### config.mk
export PLATFORM = sky130hd
export DESIGN_NAME = noc_config_filereg_responder
export DESIGN_NICKNAME = d
export VERILOG_FILES = /design/src/rtl/noc_config_filereg_responder.sv
export SDC_FILE = /design/constraint.sdc
export NUM_CORES = 1
export LEC_CHECK = 0
export CAP_MARGIN = 20
export CORE_ASPECT_RATIO = 1.5
export CORE_UTILIZATION = 25
export CTS_BUF_LIST = sky130_fd_sc_hd__clkbuf_16
export CTS_CLUSTER_DIAMETER = 40
export DETAILED_ROUTE_END_ITERATION = 12
export SYNTH_ARGS = -nofsm -noshare
export SYNTH_HDL_FRONTEND = slang
export SYNTH_SLANG_ARGS = --single-unit
### constraint.sdc
create_clock -name aclk -period 2.9 [get_ports aclk]
set_clock_uncertainty 0.05 [all_clocks]
set_input_delay 0.435 -clock aclk [delete_from_list [all_inputs] [get_ports aclk]]
set_output_delay 0.435 -clock aclk [all_outputs]
set_load 0.02 [all_outputs]
### src/rtl/noc_config_filereg_responder.sv
// NoC configuration file-register target. It decodes read/write requests on the
// config ejection stream, updates a local register file and returns a 2-beat response.
module noc_config_filereg_responder #(
    parameter int          TDATA_WIDTH = 32,
    parameter int          TID_WIDTH   = 5,
    parameter int          TDEST_WIDTH = 11,
    parameter int          TILE_ID     = 0,
    parameter int          NUM_REGS    = 16,
    parameter logic [31:0] REG_RESET   = 32'h0
) (
    input  logic                       aclk,
    input  logic                       aresetn,
    input  logic                       s_tvalid,
    output logic                       s_tready,
    input  logic [TDATA_WIDTH-1:0]     s_tdata,
    input  logic [TID_WIDTH-1:0]       s_tid,
    input  logic                       s_tlast,
    output logic                       m_tvalid,
    input  logic                       m_tready,
    output logic [TDATA_WIDTH-1:0]     m_tdata,
    output logic [TID_WIDTH-1:0]       m_tid,
    output logic [TDEST_WIDTH-1:0]     m_tdest,
    output logic                       m_tlast,
    output logic [NUM_REGS*32-1:0]     cfg_regs_o,
    output logic [NUM_REGS-1:0]        cfg_wr_o
);

    localparam logic [1:0]  ST_OK    = 2'b00;
    localparam logic [1:0]  ST_PROTO = 2'b01;
    localparam logic [1:0]  ST_ADDR  = 2'b10;
    localparam logic [1:0]  ST_RO    = 2'b11;
    localparam logic [10:0] TILE_ADDR  = 11'(TILE_ID);
    localparam logic [8:0]  NUM_REGS_W = 9'(NUM_REGS);

    typedef enum logic [2:0] {IDLE, WDATA, DRAIN, RESP_HDR, RESP_DATA} state_t;

    state_t                   state_q, state_d;
    logic [31:0]              regs_q [NUM_REGS];
    logic [NUM_REGS-1:0]      cfgWr_q;
    logic                     write_q;
    logic [7:0]               addr_q;
    logic [TID_WIDTH-1:0]     tid_q;
    logic [TDEST_WIDTH-1:0]   src_q;

    logic                     mValid_q, mLast_q;
    logic [TDATA_WIDTH-1:0]   mData_q;
    logic [TID_WIDTH-1:0]     mTid_q;
    logic [TDEST_WIDTH-1:0]   mDest_q;
    logic [31:0]              respData_q;

    logic                     sHandshake, mHandshake;
    logic                     curWrite;
    logic [7:0]               curAddr;
    logic [TID_WIDTH-1:0]     curTid;
    logic [TDEST_WIDTH-1:0]   curSrc;
    logic                     addrInRange, addrIsId;
    logic [31:0]              readValue;
    logic                     loadResp, writeEn;
    logic [1:0]               respStatus;
    logic [31:0]              respData, respHdr;
    logic                     unusedBits;

    assign unusedBits = ^{s_tdata[30:27], s_tdata[15:8]};

    assign s_tready   = (state_q == IDLE) || (state_q == WDATA) || (state_q == DRAIN);
    assign sHandshake = s_tvalid && s_tready;
    assign mHandshake = mValid_q && m_tready;

    // In IDLE the header is still on the bus; afterwards the latched copy is used.
    assign curWrite = (state_q == IDLE) ? s_tdata[31]                : write_q;
    assign curAddr  = (state_q == IDLE) ? s_tdata[7:0]               : addr_q;
    assign curTid   = (state_q == IDLE) ? s_tid                      : tid_q;
    assign curSrc   = (state_q == IDLE) ? s_tdata[16 +: TDEST_WIDTH] : src_q;

    assign addrInRange = {1'b0, curAddr} < NUM_REGS_W;
    assign addrIsId    = (curAddr == 8'hFF);
    assign respHdr     = {curWrite, respStatus, 2'b00, TILE_ADDR, 8'h00, curAddr};

    always_comb begin
        readValue = '0;
        for (int k = 0; k < NUM_REGS; k++) begin
            if (curAddr == 8'(k)) begin
                readValue = regs_q[k];
            end
        end
    end

    always_comb begin
        state_d    = state_q;
        loadResp   = 1'b0;
        writeEn    = 1'b0;
        respStatus = ST_OK;
        respData   = '0;
        case (state_q)
            IDLE: begin
                if (sHandshake) begin
                    if (!s_tdata[31]) begin
                        loadResp = 1'b1;
                        state_d  = RESP_HDR;
                        if (addrInRange) begin
                            respData = readValue;
                        end else if (addrIsId) begin
                            respData = {21'b0, TILE_ADDR};
                        end else begin
                            respStatus = ST_ADDR;
                        end
                    end else if (s_tlast) begin
                        loadResp   = 1'b1;
                        respStatus = ST_PROTO;
                        state_d    = RESP_HDR;
                    end else begin
                        state_d = WDATA;
                    end
                end
            end
            WDATA: begin
                if (sHandshake) begin
                    if (s_tlast) begin
                        loadResp = 1'b1;
                        state_d  = RESP_HDR;
                        if (addrIsId) begin
                            respStatus = ST_RO;
                        end else if (!addrInRange) begin
                            respStatus = ST_ADDR;
                        end else begin
                            writeEn  = 1'b1;
                            respData = s_tdata[31:0];
                        end
                    end else begin
                        state_d = DRAIN;
                    end
                end
            end
            DRAIN: begin
                if (sHandshake && s_tlast) begin
                    loadResp   = 1'b1;
                    respStatus = ST_PROTO;
                    state_d    = RESP_HDR;
                end
            end
            RESP_HDR: begin
                if (mHandshake) begin
                    state_d = RESP_DATA;
                end
            end
            RESP_DATA: begin
                if (mHandshake) begin
                    state_d = IDLE;
                end
            end
            default: state_d = IDLE;
        endcase
    end

    always_ff @(posedge aclk or negedge aresetn) begin
        if (!aresetn) begin
            state_q <= IDLE;
            write_q <= 1'b0;
            addr_q  <= '0;
            tid_q   <= '0;
            src_q   <= '0;
        end else begin
            state_q <= state_d;
            if (state_q == IDLE && sHandshake) begin
                write_q <= s_tdata[31];
                addr_q  <= s_tdata[7:0];
                tid_q   <= s_tid;
                src_q   <= s_tdata[16 +: TDEST_WIDTH];
            end
        end
    end

    // Register file update and its strobe share the write-data handshake edge.
    always_ff @(posedge aclk or negedge aresetn) begin
        if (!aresetn) begin
            for (int k = 0; k < NUM_REGS; k++) begin
                regs_q[k] <= REG_RESET;
            end
            cfgWr_q <= '0;
        end else begin
            for (int k = 0; k < NUM_REGS; k++) begin
                cfgWr_q[k] <= writeEn && (curAddr == 8'(k));
                if (writeEn && (curAddr == 8'(k))) begin
                    regs_q[k] <= s_tdata[31:0];
                end
            end
        end
    end

    // The header is built at request completion; the data beat waits in respData_q.
    always_ff @(posedge aclk or negedge aresetn) begin
        if (!aresetn) begin
            mValid_q   <= 1'b0;
            mLast_q    <= 1'b0;
            mData_q    <= '0;
            mTid_q     <= '0;
            mDest_q    <= '0;
            respData_q <= '0;
        end else if (loadResp) begin
            mValid_q   <= 1'b1;
            mLast_q    <= 1'b0;
            mData_q    <= respHdr;
            mTid_q     <= curTid;
            mDest_q    <= curSrc;
            respData_q <= respData;
        end else if (state_q == RESP_HDR && mHandshake) begin
            mData_q <= respData_q;
            mLast_q <= 1'b1;
        end else if (state_q == RESP_DATA && mHandshake) begin
            mValid_q <= 1'b0;
            mLast_q  <= 1'b0;
            mData_q  <= '0;
            mTid_q   <= '0;
            mDest_q  <= '0;
        end
    end

    assign m_tvalid = mValid_q;
    assign m_tlast  = mLast_q;
    assign m_tdata  = mData_q;
    assign m_tid    = mTid_q;
    assign m_tdest  = mDest_q;
    assign cfg_wr_o = cfgWr_q;

    for (genvar g = 0; g < NUM_REGS; g++) begin : gFlatten
        assign cfg_regs_o[32*g +: 32] = regs_q[g];
    end

endmodule

==> impl_metrics.env, run 1 <==
export IMPL_syn_nets=2328
export IMPL_numCtsBuffers=91
export IMPL_grt_usage_pct=27.2
export IMPL_cellLeakagePower_nw=19.8
export IMPL_nFillCells=10900
export IMPL_min_path_type="in2async"
export IMPL_cts_root_buf="clkbuf_16"
export IMPL_dpl_cell_area_um2=39900
export IMPL_htree_levels=3
export IMPL_initial_utilization_pct=25.2
export IMPL_drc=0
export IMPL_yosysSeqAreaShare_pct=55.9
export IMPL_grt_pass1_vias=26200
export IMPL_clk_pin_slew_ns=0.06
export IMPL_r2r_end="respData_q[26]"
export IMPL_whs_ns=0.324
export IMPL_critical_path_class="reg2reg"
export IMPL_numPortBuffers=620
export IMPL_rows=151
export IMPL_multi_input_area_um2=12200
export IMPL_reg2reg_setup_slack_ns=-0.003
export IMPL_timing_final_ws_setup_ns=-0.00320
export IMPL_synth_ff_type="dfrtp_1"
export IMPL_ant_nets=0
export IMPL_synthTopCellsByArea="dfrtp_1 56%, mux2_2 21%, nand2_1 2.0%"
export IMPL_grt_pass1_wl_mm=219
export IMPL_avgViaCountPerCell=5.45
export IMPL_violations="setup timing"
export IMPL_reg2reg_depth=12
export IMPL_drv_cap=0
export IMPL_die_h_um=416
export IMPL_crit_arrival_ns=3.42
export IMPL_irDropWorstVdd_uv=407
export IMPL_cts_tree="yes"
export IMPL_ys_ff_latch=638
export IMPL_fin_nets=3253
export IMPL_netSwitchingFraction_pct=31.6
export IMPL_syn_to_final_growth_pct=52.7
export IMPL_core_area_um2=113000
export IMPL_clk_latency_ns=0.69
export IMPL_cts_sinks=638
export IMPL_syn_inst=2286
export IMPL_period_minus_slack_ns=2.90
export IMPL_power_switching_mw=8.48
export IMPL_rsz0062_at_grt="yes"
export IMPL_drive_gt1_share_pct=36.6
export IMPL_synth_top_area_cell="dfrtp_1"
export IMPL_worstPathRequired_ns=3.42
export IMPL_ys_types=70
export IMPL_final_max_slew_viol_count=0
export IMPL_crit_path_max_fanout=9
export IMPL_hold_viol_final=0
export IMPL_num_io_pins=621
export IMPL_syn_avg_cell_area_um2=12.5
export IMPL_crit_path_start_kind="register"
export IMPL_power_total_mw=26.8
export IMPL_hpwl_mm=121
export IMPL_initialDrtViolationCount=2721
export IMPL_yosys_area_top_type_share_pct=55.9
export IMPL_synth_area_um2=28600
export IMPL_status="complete, but fails checks"
export IMPL_slew_headroom_pct=34.8
export IMPL_gp_congestion=0.974
export IMPL_clock_power_share_pct=41.6
export IMPL_wl_per_cell_um=33.9
export IMPL_wl_mm=161
export IMPL_power_density_nw_per_um2=614
export IMPL_rr_startpoint="state_q[1]"
export IMPL_share_comb_of_total_power_pct=21.3
export IMPL_die_w_um=278
export IMPL_vias=25800
export IMPL_antenna_found_initial=3
export IMPL_end_kind="register"
export IMPL_fmax_ghz=0.344
export IMPL_async_flop_share_pct=100
export IMPL_worst_pin_slew_ns=0.975
export IMPL_grt_max_degree=70
export IMPL_die_area_um2=116000
export IMPL_ff_latch_area_um2=16000
export IMPL_p_int_mw=18.3
export IMPL_synth_warnings=0
export IMPL_final_cell_area_um2=43600
export IMPL_grt_overflow_total=0
export IMPL_clockBufferDepth=3
export IMPL_dr_pass1_iters=12
export IMPL_post_route_period_util_pct=100
export IMPL_yosysMostFrequentCell="dfrtp_1"
export IMPL_power_frac_seq_pct=37.1
export IMPL_synth_edf_count=0
export IMPL_synthTopCellsByCount="638 x dfrtp_1, 533 x mux2_2, 153 x nand2_1, 101 x clkbuf_1, 85 x o21ai_0"
export IMPL_pre_cts_slack_ns=-0.769
export IMPL_setup_viol=1
-- worst max-delay path by stage --
stage	slack [ns]	cells past startpoint	endpoint	from
2_1_floorplan	0.10	8	cfg_regs_o[100]	addr_q[7]
3_3_place_gp	-0.77	10	respData_q[8]	s_tvalid
3_5_place_dp	-0.77	10	respData_q[8]	s_tvalid
4_1_cts	-0.02	9	respData_q[26]	state_q[2]
5_1_grt	-0.03	12	respData_q[26]	state_q[1]
6_report	-0.003	12	respData_q[26]	state_q[1]
-- cells by family (layout without fill, tap and decap cells) --
kind of cell           Yosys count  in the layout  share of synthesized area [%]
flip-flops                     638            638                           55.9
multiplexers                   562            562                           22.0
AO/OA/AOI/OAI                  478            478                           12.4
AND/OR/NAND/NOR                388            388                           6.34
buffers and inverters          220           1218                           3.30
other                            0              1                              0
-- per-stage QoR --
| stage | instances | setup TNS [ns] | utilization [%] |
|---|---|---|---|
| floorplan | 2286 | 0 | - |
| global placement | 4546 | -181.39 | 35.3 |
| detailed placement | 4546 | -198.73 | 35.3 |
| CTS | 4724 | -0.0155 | 38.3 |
| global route | 4737 | -0.110 | 38.5 |
| finish | 4738 | -0.00320 | 38.6 |
-- final cells by class --
class | instances | share of cell area [%]
Sequential cell | 638 | 36.6
Inverter | 16 | 0.138
Clock buffer | 93 | 5.33
Antenna cell | 1 | 0.00574
Multi-Input combinational cell | 1428 | 28.0
Tap cell | 1453 | 4.17
Clock inverter | 73 | 1.60
Timing Repair Buffer | 1036 | 24.1
-- metal layers --
| metal | vias up | wire [um] | global-route usage [%] |
|---|---|---|---|
| met4 | 2 | 10600 | 15.5 |
| met2 | 1627 | 73400 | 43.2 |
| li1 | 10500 | - | - |
| met5 | - | 14 | 0 |
| met1 | 13200 | 61400 | 33.1 |
| met3 | 417 | 15100 | 7.58 |
-- sequential cells by signal, indices dropped and copies added (netlist names), 3 cells and up --
signal and count:
m_tid 5, src_q 11, state_q 3, m_tdata 32
cfg_wr_o 16, addr_q 8, tid_q 5, cfg_regs_o 512
respData_q 32, m_tdest 11
-- power groups by stage --
| stage | Sequential, mW | Clock (mW) | Combinational (mW) |
|---|---|---|---|
| after global routing | 9.98 | 11.7 | 6.00 |
| after CTS | 9.91 | 11.3 | 5.57 |
| final | 9.93 | 11.2 | 5.72 |
| after floorplan | 10.3 | 0 | 1.90 |
| after global placement | 10.0 | 0 | 5.42 |
| after detailed placement | 10.1 | 0 | 5.44 |
-- what timing repair did --
item,CTS,global route
pin swaps,14,26
buffers inserted,10,13
endpoints found under the setup margin,171,48
hold endpoints to repair,48,0
hold buffers,1,0
resized for setup,45,42
gates cloned,1,1
-- placed cells by master (no fill, tap or decap), types with 18 or more instances in the layout --
cell type | netlist | routed
a21oi_1 | 48 | 43
a221oi_1 | 42 | 36
a222oi_1 | 47 | 47
a22o_1 | 23 | 22
a22oi_1 | 65 | 63
buf_12 | 0 | 88
buf_4 | 5 | 311
clkbuf_16 | 0 | 94
clkdlybuf4s50_1 | 0 | 619
dfrtp_1 | 638 | 636
inv_1 | 16 | 26
mux2_2 | 533 | 533
mux2i_1 | 29 | 27
nand2_1 | 153 | 141
nand3_1 | 80 | 80
nor2_1 | 62 | 54
o211ai_1 | 19 | 19
o21ai_0 | 85 | 73
o221ai_1 | 19 | 18
o22ai_1 | 32 | 29
-- worst max-delay path, stage by stage, from the launching register on --
cell and delay [ns]:
dfrtp_1 0.42, buf_4 0.16, buf_4 0.17, o311ai_4 0.37, buf_4 0.21, o22ai_4 0.09, buf_12 0.16, a221oi_4 0.38
buf_4 0.18, nand3_1 0.11, a2111oi_4 0.22, buf_4 0.18, o21ai_0 0.07
Note: power is estimated with default switching activity, not from simulation.
==> run 2: changes to the inputs <==
Settings changed: HOLD_SLACK_MARGIN from default to 0.05.
==> results of run 2 <==
Same layout as run 1: the final DEF is identical, and so are final timing and power.
